--- src/rtl/hlsm_minmax_range.sv ---
// Scans the first len entries of an internal register file and reports max, min and max-min.
// Optional MINMAX_INDEX_EN adds max_idx/min_idx: the address of the first occurrence of each.
module hlsm_minmax_range #(
  parameter int DATA_W = 8,
  parameter int DEPTH  = 16,
  parameter int ADDR_W = 4
) (
  input  logic              Clk,
  input  logic              Rst,
  input  logic              go,
  input  logic [ADDR_W:0]   len,
  input  logic              wr_en,
  input  logic [ADDR_W-1:0] wr_addr,
  input  logic [DATA_W-1:0] wr_data,
  output logic              busy,
  output logic              done,
  output logic [DATA_W-1:0] max_val,
  output logic [DATA_W-1:0] min_val,
`ifdef MINMAX_INDEX_EN
  output logic [ADDR_W-1:0] max_idx,
  output logic [ADDR_W-1:0] min_idx,
`endif
  output logic [DATA_W-1:0] max_diff
);

  typedef enum logic [1:0] {IDLE, INIT, SCAN, FIN} state_t;

  localparam logic [ADDR_W:0] DEPTH_L = DEPTH[ADDR_W:0];

  state_t            state_q;
  logic [DATA_W-1:0] mem_q [DEPTH];
  logic [ADDR_W:0]   len_q;
  logic [ADDR_W-1:0] idx_q;
  logic [DATA_W-1:0] max_q, min_q;
  logic [DATA_W-1:0] max_d, min_d;
  logic [DATA_W-1:0] cur_s;
  logic [ADDR_W:0]   len_clamp_s;
  logic              last_s;
  logic              busy_q, done_q;
  logic [DATA_W-1:0] max_val_q, min_val_q, max_diff_q;
`ifdef MINMAX_INDEX_EN
  logic [ADDR_W-1:0] max_idx_q, min_idx_q, max_idx_d, min_idx_d;
  logic [ADDR_W-1:0] max_idx_out_q, min_idx_out_q;
`endif

  // Storage writes are only accepted while idle so a running scan sees stable data
  always_ff @(posedge Clk) begin
    if (wr_en && (state_q == IDLE)) begin
      mem_q[wr_addr] <= wr_data;
    end
  end

  always_comb begin
    cur_s = mem_q[idx_q];
    max_d = max_q;
    min_d = min_q;
`ifdef MINMAX_INDEX_EN
    max_idx_d = max_idx_q;
    min_idx_d = min_idx_q;
`endif
    // Strict compares keep the earliest occurrence on ties
    if (cur_s > max_q) begin
      max_d = cur_s;
`ifdef MINMAX_INDEX_EN
      max_idx_d = idx_q;
`endif
    end else begin
      max_d = max_q;
    end
    if (cur_s < min_q) begin
      min_d = cur_s;
`ifdef MINMAX_INDEX_EN
      min_idx_d = idx_q;
`endif
    end else begin
      min_d = min_q;
    end
    if ((len == '0) || (len > DEPTH_L)) begin
      len_clamp_s = DEPTH_L;
    end else begin
      len_clamp_s = len;
    end
    last_s = ({1'b0, idx_q} == (len_q - (ADDR_W+1)'(1)));
  end

  always_ff @(posedge Clk) begin
    if (Rst) begin
      state_q    <= IDLE;
      len_q      <= '0;
      idx_q      <= '0;
      max_q      <= '0;
      min_q      <= '0;
      busy_q     <= 1'b0;
      done_q     <= 1'b0;
      max_val_q  <= '0;
      min_val_q  <= '0;
      max_diff_q <= '0;
`ifdef MINMAX_INDEX_EN
      max_idx_q     <= '0;
      min_idx_q     <= '0;
      max_idx_out_q <= '0;
      min_idx_out_q <= '0;
`endif
    end else begin
      case (state_q)
        IDLE: begin
          done_q <= 1'b0;
          if (go) begin
            state_q <= INIT;
            len_q   <= len_clamp_s;
            busy_q  <= 1'b1;
          end
        end
        INIT: begin
          max_q <= mem_q[0];
          min_q <= mem_q[0];
          idx_q <= ADDR_W'(1);
`ifdef MINMAX_INDEX_EN
          max_idx_q <= '0;
          min_idx_q <= '0;
`endif
          if (len_q == (ADDR_W+1)'(1)) begin
            state_q    <= FIN;
            busy_q     <= 1'b0;
            done_q     <= 1'b1;
            max_val_q  <= mem_q[0];
            min_val_q  <= mem_q[0];
            max_diff_q <= '0;
`ifdef MINMAX_INDEX_EN
            max_idx_out_q <= '0;
            min_idx_out_q <= '0;
`endif
          end else begin
            state_q <= SCAN;
          end
        end
        SCAN: begin
          max_q <= max_d;
          min_q <= min_d;
          idx_q <= idx_q + ADDR_W'(1);
`ifdef MINMAX_INDEX_EN
          max_idx_q <= max_idx_d;
          min_idx_q <= min_idx_d;
`endif
          // Results are registered on entry to FIN so done and data line up
          if (last_s) begin
            state_q    <= FIN;
            busy_q     <= 1'b0;
            done_q     <= 1'b1;
            max_val_q  <= max_d;
            min_val_q  <= min_d;
            max_diff_q <= max_d - min_d;
`ifdef MINMAX_INDEX_EN
            max_idx_out_q <= max_idx_d;
            min_idx_out_q <= min_idx_d;
`endif
          end
        end
        FIN: begin
          done_q  <= 1'b0;
          state_q <= IDLE;
        end
        default: begin
          state_q <= IDLE;
          busy_q  <= 1'b0;
          done_q  <= 1'b0;
        end
      endcase
    end
  end

  assign busy     = busy_q;
  assign done     = done_q;
  assign max_val  = max_val_q;
  assign min_val  = min_val_q;
  assign max_diff = max_diff_q;
`ifdef MINMAX_INDEX_EN
  assign max_idx  = max_idx_out_q;
  assign min_idx  = min_idx_out_q;
`endif

endmodule

--- config.mk ---
export PLATFORM = sky130hd
export DESIGN_NAME = hlsm_minmax_range
export DESIGN_NICKNAME = d
export VERILOG_FILES = /design/src/rtl/hlsm_minmax_range.sv
export SDC_FILE = /design/constraint.sdc
export NUM_CORES = 1
export LEC_CHECK = 0
export CAP_MARGIN = 20
export CORE_UTILIZATION = 46
export CTS_BUF_LIST = sky130_fd_sc_hd__clkbuf_16
export DETAILED_ROUTE_END_ITERATION = 16
export DONT_BUFFER_PORTS = 1
export HOLD_SLACK_MARGIN = 0.06
export SYNTH_ARGS = -nofsm -noshare
export SYNTH_HDL_FRONTEND = slang
export SYNTH_SLANG_ARGS = --single-unit
--- constraint.sdc ---
create_clock -name Clk -period 9.4 [get_ports Clk]
set_input_delay 1.88 -clock Clk [delete_from_list [all_inputs] [get_ports Clk]]
set_output_delay 1.88 -clock Clk [all_outputs]
set_load 0.03 [all_outputs]
# ---- Yosys cells after proc, flatten, opt, wreduce, memory -nomap -nowiden
# Memory sizes are Yosys's and may differ from the RTL's. A register that Yosys moved wholly into a read port is not among the register bits.
# Cells that the tools add are included.
dict set report totals {
  latchBits 0
  ramBits 128
  out_inout_bits 26
  in_bits 21
  mem_count 1
  rom_bits 0
  register_bits 53
}
# memory depth word_bits rd rd_clocked_by_memory_dff write_ports line_no
set mem_list {}
lappend mem_list {mem_q 16 8 2 1 1 31} ;# logic [DATA_W-1:0] mem_q [DEPTH];
dict set report op_classes {
  n_bitwise 0
  addsub 3
  div_mod_pow 0
  multipliers 0
  reduce_logical 12
  n_shift 0
  n_mux 29
  order_cmp 3
  eq_ne 8
}
# op n
set ops {}
lappend ops {{$pmux W8 S2} 5}
lappend ops {{$mux W8} 7}
lappend ops {{$gt A8 B8 Y1} 1}
lappend ops {{$lt A8 B8 Y1} 1}
lappend ops {{$mux W1} 8}
lappend ops {{$mux W4} 2}
lappend ops {{$pmux W2 S4} 1}
lappend ops {{$pmux W4 S2} 1}
lappend ops {{$sub A8 B8 Y8} 1}
lappend ops {{$ne A2 B2 Y1 const B} 3}
lappend ops {{$pmux W1 S3} 2}
lappend ops {{$reduce_and A2 Y1} 3}
lappend ops {{$eq A4 B5 Y1} 1}
lappend ops {{$eq A5 B1 Y1 const B} 1}
lappend ops {{$gt A5 B5 Y1 const B} 1}
lappend ops {{$logic_not A5 Y1} 1}
lappend ops {{$mux W5} 1}
lappend ops {{$sub A5 B1 Y5 const B} 1}
lappend ops {{$add A4 B1 Y4 const B} 1}
lappend ops {{$eq A2 B2 Y1 const B} 2}
lappend ops {{$mux W2} 2}
lappend ops {{$reduce_and A4 Y1} 1}
lappend ops {{$reduce_and A3 Y1} 1}
lappend ops {{$reduce_bool A3 Y1} 1}
lappend ops {{6 further kinds} 6}

# ---- Logic depth before layout (Yosys ltp)
dict set report logic_depth {
  ltp_word 5
  ltp_mapped 24
}

# ---- Worst setup path before layout
# OpenSTA, ideal clock, no wires.
dict set report synth_timing {
  path_kind {register to register}
  startpoint {register with a tool-made name}
  endpoint {register max_diff_q[6], in the netlist max_diff[6]}
  t_arrival_ns 5.361
  setup_slack_ns 3.952
  path_stages_with_launch 22
  synth_period_minus_slack_ns 5.448
  required_time_ns 9.313
  cell_sequence {dfxtp_1 -> buf_6 -> buf_4 -> buf_2 -> mux4_2 -> mux4_2 -> ha_1 -> a211oi_1 -> o21ai_0 -> o31ai_4 -> nor2b_1 -> buf_2 -> mux2i_1 -> inv_1 -> ha_1 -> fa_1 -> nor4b_1 -> o21a_1 -> a311oi_1 -> a21o_1 -> and3b_1 -> o31ai_1}
}
# element line_no
set synth_rtl {}
lappend synth_rtl {{to (signal assigned)} 152} ;# max_diff_q <= max_d - min_d;
lappend synth_rtl {{to (decl)} 40} ;# logic [DATA_W-1:0] max_val_q, min_val_q, max_diff_q;

==> metrics <==
R2R depth 17; pin count of the biggest net entering global routing 55; clk_lat worst skew 430 ps; Reg2Reg Setup Slack 3230 ps; Final Skew 9.12 ps; CTS tree done; ys async rst share 0%; Initial Util 47.0%; Hold-fix buffers, CTS 0; dominant cell type by area after synthesis edfxtp_1; Core Rows 49; GRT Total Usage 20.1%; initial antenna violation count 0; post-DR wirelength/cell 20.1 µm; Critical Path Source Type flop; Root Buffer clkbuf_16; min Tclk post-route 6170 ps; Hold Path Class reg -> reg; RSZ-0062 raised after global routing no; Tightest Pin Transition 1130 ps; first-pass GRT wire length 27.1 mm; Max Cap Viol 0; Detail Route Antenna Nets 0; Post-DP HPWL 12.0 mm; Area Overhead vs Synth 8.57%; Die Height 138 µm; Post-Syn Area per Cell 13.4 µm²; register area share after synthesis 58.8%; Nets 678; top-area cell type share of the netlist area 45.4%; synth unique cells 63; EDFF count, synth 128; CP max-delay cell dfxtp_2; Top delay family on crit path multiplexers; Vias/cell 5.66; max-slew violations 0; fmax 162 MHz; Hold Crit Depth 2; fraction of layout cells with a size suffix above 1 12.5%; Crit. End Element flop; Longest Clk Path Bufs 2; I/O pins 47; number of synthesized register bits 185; DRC viols 0; Post-Synthesis Cells 633; outcome finished clean; Setup Fix Bufs, Post-CTS 0; Chip Width 138 µm; crit path max fanout 31; CTS resizes 0; Final period util 65.6%; H-tree levels 4; reg-to-reg critical path endpoint max_diff[6]; Cell Area, Synth 8470 µm²; number of global-route vias before repair 4930; Yosys warning count 0; core box area 18000 µm²; top-count cell post-synth edfxtp_1; Critical Path, Cell by Cell mux4_2 > mux4_2 > ha_1 > a211oi_1 > o21ai_0 > o31ai_4 > nor2b_1 > mux2i_1 > inv_1 > ha_1 > fa_1 > nor4b_1 > o21a_1 > a311oi_1 > a21o_1 > and3b_1 > o31ai_1; Leakage Power 0.00320 µW; GRT overflow 0; WL final 17.5 mm; antenna diode count 0; Hold Fails Final Rpt 0; CP max stage delay 960 ps; CTS Buf Count 17; Max-slew headroom 24.1%; Pre-antenna DRT Iters 4; number of buffers added on ports 0; required time of the critical path 9740 ps; HP Start max_q[1]; Final Core Density 51.0%; crit path kind reg -> reg; main flop type after synthesis edfxtp_1; # setup viols final 0; Clock Sinks 185; DR iter-0 viols 337; peak supply drop 0.220 mV; Worst Hold Path EP max_q[1]; routability cong. 0.861; Area contributors post-synth edfxtp_1 (45%), dfxtp_1 (13%), mux4_2 (8.0%), mux2i_1 (5.6%), ha_1 (4.3%); top cells by count, synth edfxtp_1 (128), nor2_1 (96), dfxtp_1 (57); Data arrival, critical path 6510 ps; Via Count 4917; Clock Pin Slew Worst Setup and Hold Paths 70 ps; PwrDens 328 nW/µm²; TNS Setup 0 ps; Layout fillers 1537; Bufs and invs on worst path 1; area of the die 19000 µm²; syn nets 684
-- cell families (layout without fill, tap and decap cells) --
family / Yosys count / in the layout / synth area share, %
buf+inv: 59 / 66 / 3.21
mux: 84 / 84 / 15.6
simple gates: 173 / 173 / 9.38
xor+xnor: 13 / 13 / 1.43
fa+ha+maj: 30 / 30 / 4.52
compound gates: 89 / 89 / 7.06
flops: 185 / 185 / 58.8
-- metrics by stage --
| step | hold WS (ps) | instances | instance area (µm²) | setup slack (ps) | total power (µW) |
|---|---|---|---|---|---|
| final | 507 | 869 | 9200 | 3230 | 3020 |
| after global routing | 530 | 869 | 9200 | 2760 | 3220 |
| after CTS | 507 | 869 | 9200 | 3140 | 3040 |
| after detailed placement | 489 | 837 | 8640 | 3190 | 2360 |
| after global placement | 481 | 837 | 8640 | 3290 | 2330 |
| after floorplan | 460 | 633 | 8470 | 3950 | 2110 |
-- worst min-delay path, cell delays in order (launching register included) --
cell	delay, ps
dfxtp_1	330
mux2i_1	70
nor2_1	70
-- worst max path at each step --
stage                     startpoint     endpoint  slack (ps)  cells after the start
after floorplan                 flop  max_diff[6]        3950                     21
after global placement          flop  max_diff[6]        3290                     17
after detailed placement        flop  max_diff[6]        3190                     17
after CTS                       flop  max_diff[6]        3140                     17
after global routing            flop  max_diff[6]        2760                     17
final                           flop  max_diff[6]        3230                     17
-- routing by layer --
layer	part of all wire (%)	global-route usage, %
met1	43	24.6
met2	51	33.8
met3	4.7	4.64
met4	1.5	8.82
met5	0	0
-- flip-flops by register name, indices dropped and copies added, names as in the netlist, named ones only --
register / count
busy: 1
done: 1
idx_q: 4
len_q: 5
max_diff: 8
max_q: 8
max_val: 8
mem_q: 128
min_q: 8
min_val: 8
state_q: 2
-- final cells by class --
cell class | instances | area [µm²] | share of cell area (%)
sequential | 185 | 4990 | 54.2
multi-input combinational | 389 | 3230 | 35.2
clock buffer | 17 | 425 | 4.63
tap | 229 | 287 | 3.12
clock inverter | 15 | 129 | 1.40
inverter | 32 | 120 | 1.31
timing repair buffer | 2 | 15.0 | 0.163
-- power breakdown --
part	total [µW]	internal [µW]	switching, µW	leakage (µW)
clock network	677	350	327	0.000278
registers	1150	972	177	0.00162
logic	1190	514	675	0.00130
-- placed cells by master (no fill, tap or decap), types with 4 or more instances in the layout --
| master | count |
|---|---|
| mux4_2 | 30 |
| nand2b_1 | 5 |
| edfxtp_1 | 128 |
| mux4_1 | 6 |
| xnor2_1 | 11 |
| nor2_1 | 96 |
| a21oi_1 | 34 |
| nor3b_1 | 4 |
| o21ai_0 | 15 |
| mux2i_1 | 47 |
| nand2_1 | 21 |
| a21o_1 | 4 |
| inv_1 | 33 |
| clkbuf_16 | 17 |
| o211ai_1 | 4 |
| nor3_2 | 4 |
| nand3_1 | 14 |
| nor3_1 | 6 |
| dfxtp_1 | 56 |
| a211oi_1 | 5 |
| inv_8 | 5 |
| ha_1 | 29 |
| inv_6 | 6 |
| o21a_1 | 5 |
Note: power is estimated with default switching activity, not from simulation.
